`config.mk`:
```
export PLATFORM = sky130hd
export DESIGN_NAME = byte_packer
export DESIGN_NICKNAME = d
export VERILOG_FILES = /design/src/rtl/fifo_wr_pkg.sv /design/src/rtl/byte_packer.sv
export SDC_FILE = /design/constraint.sdc
export NUM_CORES = 1
export LEC_CHECK = 0
export ABC_AREA = 1
export CORE_AREA = 2 2 99 101
export CTS_BUF_LIST = sky130_fd_sc_hd__clkbuf_16
export DETAILED_ROUTE_END_ITERATION = 16
export DIE_AREA = 0 0 101 103
export GPL_TIMING_DRIVEN = 0
export PLACE_DENSITY = 0.78
export SETUP_SLACK_MARGIN = 0.5
export SYNTH_ARGS = -nofsm -noshare
export SYNTH_HDL_FRONTEND = slang
export SYNTH_SLANG_ARGS = --single-unit
```
`constraint.sdc`:
```
create_clock -name clk_wr -period 3.4 [get_ports clk_wr]
set_input_delay 0.51 -clock clk_wr [delete_from_list [all_inputs] [get_ports clk_wr]]
set_output_delay 0.51 -clock clk_wr [all_outputs]
set_load 0.01 [all_outputs]
```
`src/rtl/fifo_wr_pkg.sv`:
```
// fifo_wr_pkg
//   Shared constants and types for the write side of the async FIFO path:
//   word/byte/lane geometry, the byte packer FSM state encoding, and a helper
//   that pads the unused upper lanes of a partial word.
package fifo_wr_pkg;

  localparam int WORD_W = 32;
  localparam int BYTE_W = 8;
  localparam int LANES  = 4;
  localparam int IDX_W  = 2;

  // IDLE: no byte held. FILL: one to three bytes held in the accumulator.
  typedef enum logic [0:0] {
    ST_IDLE = 1'b0,
    ST_FILL = 1'b1
  } wr_state_e;

  // Replace every lane above last_lane with the pad byte.
  function automatic logic [WORD_W-1:0] fill_upper_lanes(
    input logic [WORD_W-1:0] word,
    input logic [IDX_W-1:0]  last_lane,
    input logic [BYTE_W-1:0] pad
  );
    logic [WORD_W-1:0] w;
    w = word;
    for (int i = 0; i < LANES; i++) begin
      if (i > int'(last_lane)) begin
        w[i*BYTE_W +: BYTE_W] = pad;
      end else begin
        w[i*BYTE_W +: BYTE_W] = word[i*BYTE_W +: BYTE_W];
      end
    end
    return w;
  endfunction

endpackage

```
`src/rtl/byte_packer.sv`:
```
// byte_packer
//   Packs an upstream byte stream little-endian into 32-bit words and pushes
//   them into the write port of a downstream async FIFO. A word completes on
//   its 4th byte or on a byte marked in_last (upper lanes padded). Completed
//   words wait in a single pending register until the FIFO accepts them.
// Ports:
//   clk_wr        write-domain clock
//   Rst           asynchronous active-high reset
//   en            global enable; low freezes all state
//   in_valid/in_data/in_last/in_ready   upstream byte handshake
//   fifo_full     FIFO FULL flag
//   wr_en/wr_data FIFO write strobe and word
//   words_pushed  number of words written (wraps)
module byte_packer
  import fifo_wr_pkg::*;
#(
  parameter logic [7:0] PAD_BYTE = 8'h00,
  parameter int         CNT_W    = 16
) (
  input  logic              clk_wr,
  input  logic              Rst,
  input  logic              en,
  input  logic              in_valid,
  input  logic [7:0]        in_data,
  input  logic              in_last,
  output logic              in_ready,
  input  logic              fifo_full,
  output logic              wr_en,
  output logic [31:0]       wr_data,
  output logic [CNT_W-1:0]  words_pushed
);

  wr_state_e          state_q, state_d;
  logic [IDX_W-1:0]   byte_idx_q, byte_idx_d;
  logic [WORD_W-1:0]  acc_q, acc_d;
  logic               pend_valid_q, pend_valid_d;
  logic [WORD_W-1:0]  pend_data_q, pend_data_d;
  logic [CNT_W-1:0]   cnt_q, cnt_d;

  logic               accept;
  logic               word_done;
  logic [WORD_W-1:0]  merged;

  // Handshake and FIFO strobe. A byte may be taken while a word is pending
  // as long as that word leaves on the same edge, so the pending register
  // is never overwritten.
  always_comb begin
    in_ready  = en && !(pend_valid_q && fifo_full);
    wr_en     = en && pend_valid_q && !fifo_full;
    wr_data   = pend_data_q;
    accept    = in_valid && in_ready;
    word_done = accept && (in_last || (byte_idx_q == 2'd3));
  end

  // Next-state: accumulator merge, pending register load/drain, counter, FSM.
  always_comb begin
    state_d      = state_q;
    byte_idx_d   = byte_idx_q;
    acc_d        = acc_q;
    pend_valid_d = pend_valid_q;
    pend_data_d  = pend_data_q;
    cnt_d        = cnt_q;

    // In IDLE the accumulator is logically empty, so start from zero.
    if (state_q == ST_IDLE) begin
      merged = {WORD_W{1'b0}};
    end else begin
      merged = acc_q;
    end
    merged[{byte_idx_q, 3'b000} +: BYTE_W] = in_data;

    // Drain first; a word completing on the same edge reloads below.
    if (wr_en) begin
      pend_valid_d = 1'b0;
      cnt_d        = cnt_q + {{(CNT_W-1){1'b0}}, 1'b1};
    end else begin
      pend_valid_d = pend_valid_q;
      cnt_d        = cnt_q;
    end

    if (word_done) begin
      pend_valid_d = 1'b1;
      pend_data_d  = fill_upper_lanes(merged, byte_idx_q, PAD_BYTE);
      acc_d        = {WORD_W{1'b0}};
      byte_idx_d   = 2'd0;
    end else if (accept) begin
      acc_d      = merged;
      byte_idx_d = byte_idx_q + 2'd1;
    end else begin
      acc_d      = acc_q;
      byte_idx_d = byte_idx_q;
    end

    case (state_q)
      ST_IDLE: begin
        if (accept && !in_last) begin
          state_d = ST_FILL;
        end else begin
          state_d = ST_IDLE;
        end
      end
      ST_FILL: begin
        if (word_done) begin
          state_d = ST_IDLE;
        end else begin
          state_d = ST_FILL;
        end
      end
      default: state_d = ST_IDLE;
    endcase
  end

  // State registers with asynchronous reset.
  always_ff @(posedge clk_wr or posedge Rst) begin
    if (Rst) begin
      state_q      <= ST_IDLE;
      byte_idx_q   <= 2'd0;
      acc_q        <= {WORD_W{1'b0}};
      pend_valid_q <= 1'b0;
      pend_data_q  <= {WORD_W{1'b0}};
      cnt_q        <= {CNT_W{1'b0}};
    end else begin
      state_q      <= state_d;
      byte_idx_q   <= byte_idx_d;
      acc_q        <= acc_d;
      pend_valid_q <= pend_valid_d;
      pend_data_q  <= pend_data_d;
      cnt_q        <= cnt_d;
    end
  end

  assign words_pushed = cnt_q;

endmodule

```
==> metrics list <==
* Simple-gate share of the synthesized area: 0.313
- In this run the static leakage power is 2.59 nW.
* Via count of the routed design: 3687
* Antenna violations before repair: 0
- Core box area: 0.00946 mm2
* Worst slew margin relative to its limit: 0.636
* Total Die Area: 0.0104 mm2
- Layer carrying the most global-route usage: met2
- IR analysis of the VDD net gives a maximum drop of 334 uV.
- Final ANT Viol Nets: 0
- Total nets after synthesis: 528
- In the final design database the tool counted 603 nets.
* Met2 track demand over resource: 0.345
* Max Buffers Root-to-Sink: 2
- Buffers placed on the I/O ports in this run total 63.
- The complex-gate fraction of the synthesized area is 0.0591.
* Part of the total power dissipated in combinational logic: 0.293
* Clock-pin transition on the worst setup and hold timing paths: 60 ps
* I/O pin count: 64
- The later pin in the worst-skew pair is clocked with a latency of 340 ps.
- Main flop type after synthesis: sky130_fd_sc_hd__dfrtp_1
* Total congestion overflow: 0
- After clock tree synthesis, the flow added hold-fix buffers numbering 0.
* Residual DRC: 0
- Counting every instance in the synthesized netlist gives 506.
* Synthesis-to-layout area growth: 27.2%
- Flop-to-flop setup slack: 1360 ps
- In the final layout, the share of cells above drive strength 1 is 0.0769.
- Slew of the pin with the lowest slew margin: 545 ps
- The worst setup path is captured at a primary output.
- Required time worst endpoint: 2890 ps
- Timing would allow up to 402 MHz.
- Maximum number of pins on one net before global-route repair: 52
- The first global-routing pass estimated 16700 um of wire.
* Diodes inserted: 0
* Maximum Capacitance Violations: 0
- Routability-driven placement finished with a final weighted congestion of 0.901.
* Switching portion of total power: 0.341
* TritonCTS clock tree: built
- Number of slew-limit violations in the final report: 0
- Final cycle utilization of the critical path: 0.731
- The tree is rooted in a sky130_fd_sc_hd__clkbuf_16.
- Type of element launching the critical path: input port
* Final instance area: 0.00523 mm2
- For this run, asynchronously set or reset flops after synthesis account for 1.00.
- Internal power: 2.14 mW
* Total clock buffers created by CTS: 9
* Sequential power share: 0.386
- Area share of xor/xnor cells in the synthesized design: 0.0213
* Warnings from Yosys: 0
* Count of unique library cells instantiated by Yosys: 30
- Power density over cell area: 620 mW/mm2
- The worst setup path is of the in -> out kind.
- CTS saw 84 sinks.
- In the global route stage, met1 resource usage came out at 0.260.
* Critical Path End: wr_en
- After legalization and detailed placement, the total HPWL measured 7240 um.
- Using the TritonRoute via totals, the vias-per-cell ratio works out to 5.27.
- Measured on the finished design, the core utilization comes to 0.553.
- The analysis attributes to net switching a power of 1.11 mW.
* Hold_ws: 479 ps
- Detail-routed net length per standard cell: 14.4 um
- Setup TNS Final: 0 ps
* Count of routing violations after the opening detailed-route iteration: 251
- For met3 alone, demand over resource in global routing was 0.0434.
* Maximum net fanout on the critical path: 6
* Type of the most critical hold path: reg -> reg
* Initial cell density of the core: 0.435
- Post-CTS setup buffers: 0
* Worst Path Arrival: 1970 ps
* Fill count: 854
* Height of the die: 103 um
- Post-synthesis register bit count: 84
* Clock group share of total power: 0.321
- Measured against the total synthesized area, the mux share comes to 0.
- Launching instance or port of the critical path: en
- Result of the run: complete, no violations
* Standard-cell row count: 36
- The share of the Yosys chip area taken by registers is 0.511.
- Area of the mapped netlist: 0.00411 mm2
- The H-tree was split into 3 levels.
- The die is 101 um wide.
* Final worst clock skew: 10.8 ps
* Number of global-route vias before repair: 3644
* Placed Area: 0.00491 mm2
* Post-synth EDFFs: 0
* Adder-cell share of the synthesized area: 0.0244
- Counting cells, the worst reg-to-reg path comes to 7.
- The worst path in the final design needs a cycle of 2480 ps, including I/O delays and setup.
* Worst reg2reg startpoint: byte_idx_q[0]
* Endpoints failing hold: 0
* RSZ-0062 raised after global routing: no
- Mean post-synth cell area: 8.12 um2
- DRT Pass-1 Iters: 6
- Final Setup Violations: 0
- Reg2reg end: wr_data[0]
* Global-route usage over all layers: 0.206
- By area, the combinational part of the netlist is dominated by simple AND/OR/NAND/NOR gates.
* Resize count post-CTS: 0
- Summed over all layers, the routed wires come to 10100 um.
logic make-up (layout without fill, tap and decap cells):
family          Yosys count  in the layout
flops                    84             84
buf+inv                  62            141
fa+ha+maj                 8              8
simple gates            297            297
xor+xnor                 10             10
compound gates           45             45
worst max-delay path, stage by stage:
cell	delay, ps
sky130_fd_sc_hd__clkdlybuf4s50_1	580
sky130_fd_sc_hd__nand2_2	100
sky130_fd_sc_hd__nor2_4	210
sky130_fd_sc_hd__clkdlybuf4s50_1	580
routing by layer:
metal  part of all wire  wire length, um  up-vias
met3              0.066              660       30
li1                   -                -     1744
met4              0.027              274        0
met2               0.48             4880      162
met5                  0                0        -
met1               0.42             4240     1751
power groups by stage:
stage / Combinational (mW) / Sequential (mW) / Clock (mW)
after detailed placement: 0.943 / 1.27 / 0
after global routing: 1.05 / 1.27 / 1.10
final: 0.948 / 1.25 / 1.04
after global placement: 0.908 / 1.26 / 0
after CTS: 0.949 / 1.25 / 1.05
after floorplan: 0.533 / 1.29 / 0
cells in the final DEF, fill, tap and decap left out, types with 8 or more instances in the layout:
master | Yosys | layout
sky130_fd_sc_hd__o22ai_1 | 10 | 10
sky130_fd_sc_hd__nand2_1 | 220 | 220
sky130_fd_sc_hd__inv_1 | 43 | 42
sky130_fd_sc_hd__nand3_1 | 40 | 40
sky130_fd_sc_hd__ha_1 | 8 | 8
sky130_fd_sc_hd__dfrtp_1 | 84 | 84
sky130_fd_sc_hd__clkbuf_16 | 0 | 9
sky130_fd_sc_hd__clkdlybuf4s50_1 | 0 | 63
sky130_fd_sc_hd__nor2_1 | 14 | 14
sky130_fd_sc_hd__o21ai_0 | 32 | 32
metrics by stage:
step                setup slack, ps  std cells  total power [mW]
finish                          915        699              3.24
detailed placement              913        684              2.21
CTS                             907        699              3.25
floorplan                       725        506              1.82
global placement               -568        683              2.17
global route                    842        699              3.42
synth_stat cells (2+ instances only):
library cell / number / share of area
sky130_fd_sc_hd__nand2_4: 2 / 0.0055
sky130_fd_sc_hd__xor2_1: 3 / 0.0064
sky130_fd_sc_hd__o22ai_1: 10 / 0.015
sky130_fd_sc_hd__nand4_1: 7 / 0.011
sky130_fd_sc_hd__buf_2: 3 / 0.0037
sky130_fd_sc_hd__nand2_1: 220 / 0.20
sky130_fd_sc_hd__xnor2_1: 7 / 0.015
sky130_fd_sc_hd__nand3_1: 40 / 0.049
sky130_fd_sc_hd__inv_1: 43 / 0.039
sky130_fd_sc_hd__nor2_4: 3 / 0.0082
sky130_fd_sc_hd__nor2_8: 2 / 0.0097
sky130_fd_sc_hd__nor2_1: 14 / 0.013
sky130_fd_sc_hd__ha_1: 8 / 0.024
sky130_fd_sc_hd__clkbuf_1: 4 / 0.0037
sky130_fd_sc_hd__dfrtp_1: 84 / 0.51
sky130_fd_sc_hd__inv_4: 2 / 0.0030
sky130_fd_sc_hd__buf_6: 6 / 0.016
sky130_fd_sc_hd__nand2_2: 4 / 0.0061
sky130_fd_sc_hd__nor2_2: 2 / 0.0030
sky130_fd_sc_hd__o21ai_0: 32 / 0.039
flip-flops by register name, indices dropped and copies added (netlist names):
signal        cells
acc_q            32
wr_data          32
words_pushed     16
byte_idx_q        2
pend_valid_q      1
state_q           1
worst min-delay path by stage:
stage	startpoint	endpoint	cells past startpoint
floorplan	acc_q[0]	acc_q[0]	2
global placement	acc_q[15]	acc_q[15]	2
detailed placement	acc_q[12]	acc_q[12]	2
CTS	wr_data[9]	wr_data[9]	2
global route	wr_data[22]	wr_data[22]	2
finish	wr_data[9]	wr_data[9]	2
final cells by class:
class / count / area (um2) / share of cell area
multi-input cells: 360 / 1720 / 0.328
flip-flops and latches: 84 / 2100 / 0.402
inverters: 47 / 184 / 0.0352
plain buffers: 15 / 110 / 0.0211
well taps: 114 / 143 / 0.0273
repair buffers: 64 / 658 / 0.126
clock inverters: 6 / 87.6 / 0.0168
clock buffers: 9 / 225 / 0.0431
(Power assumes the default switching activity.)
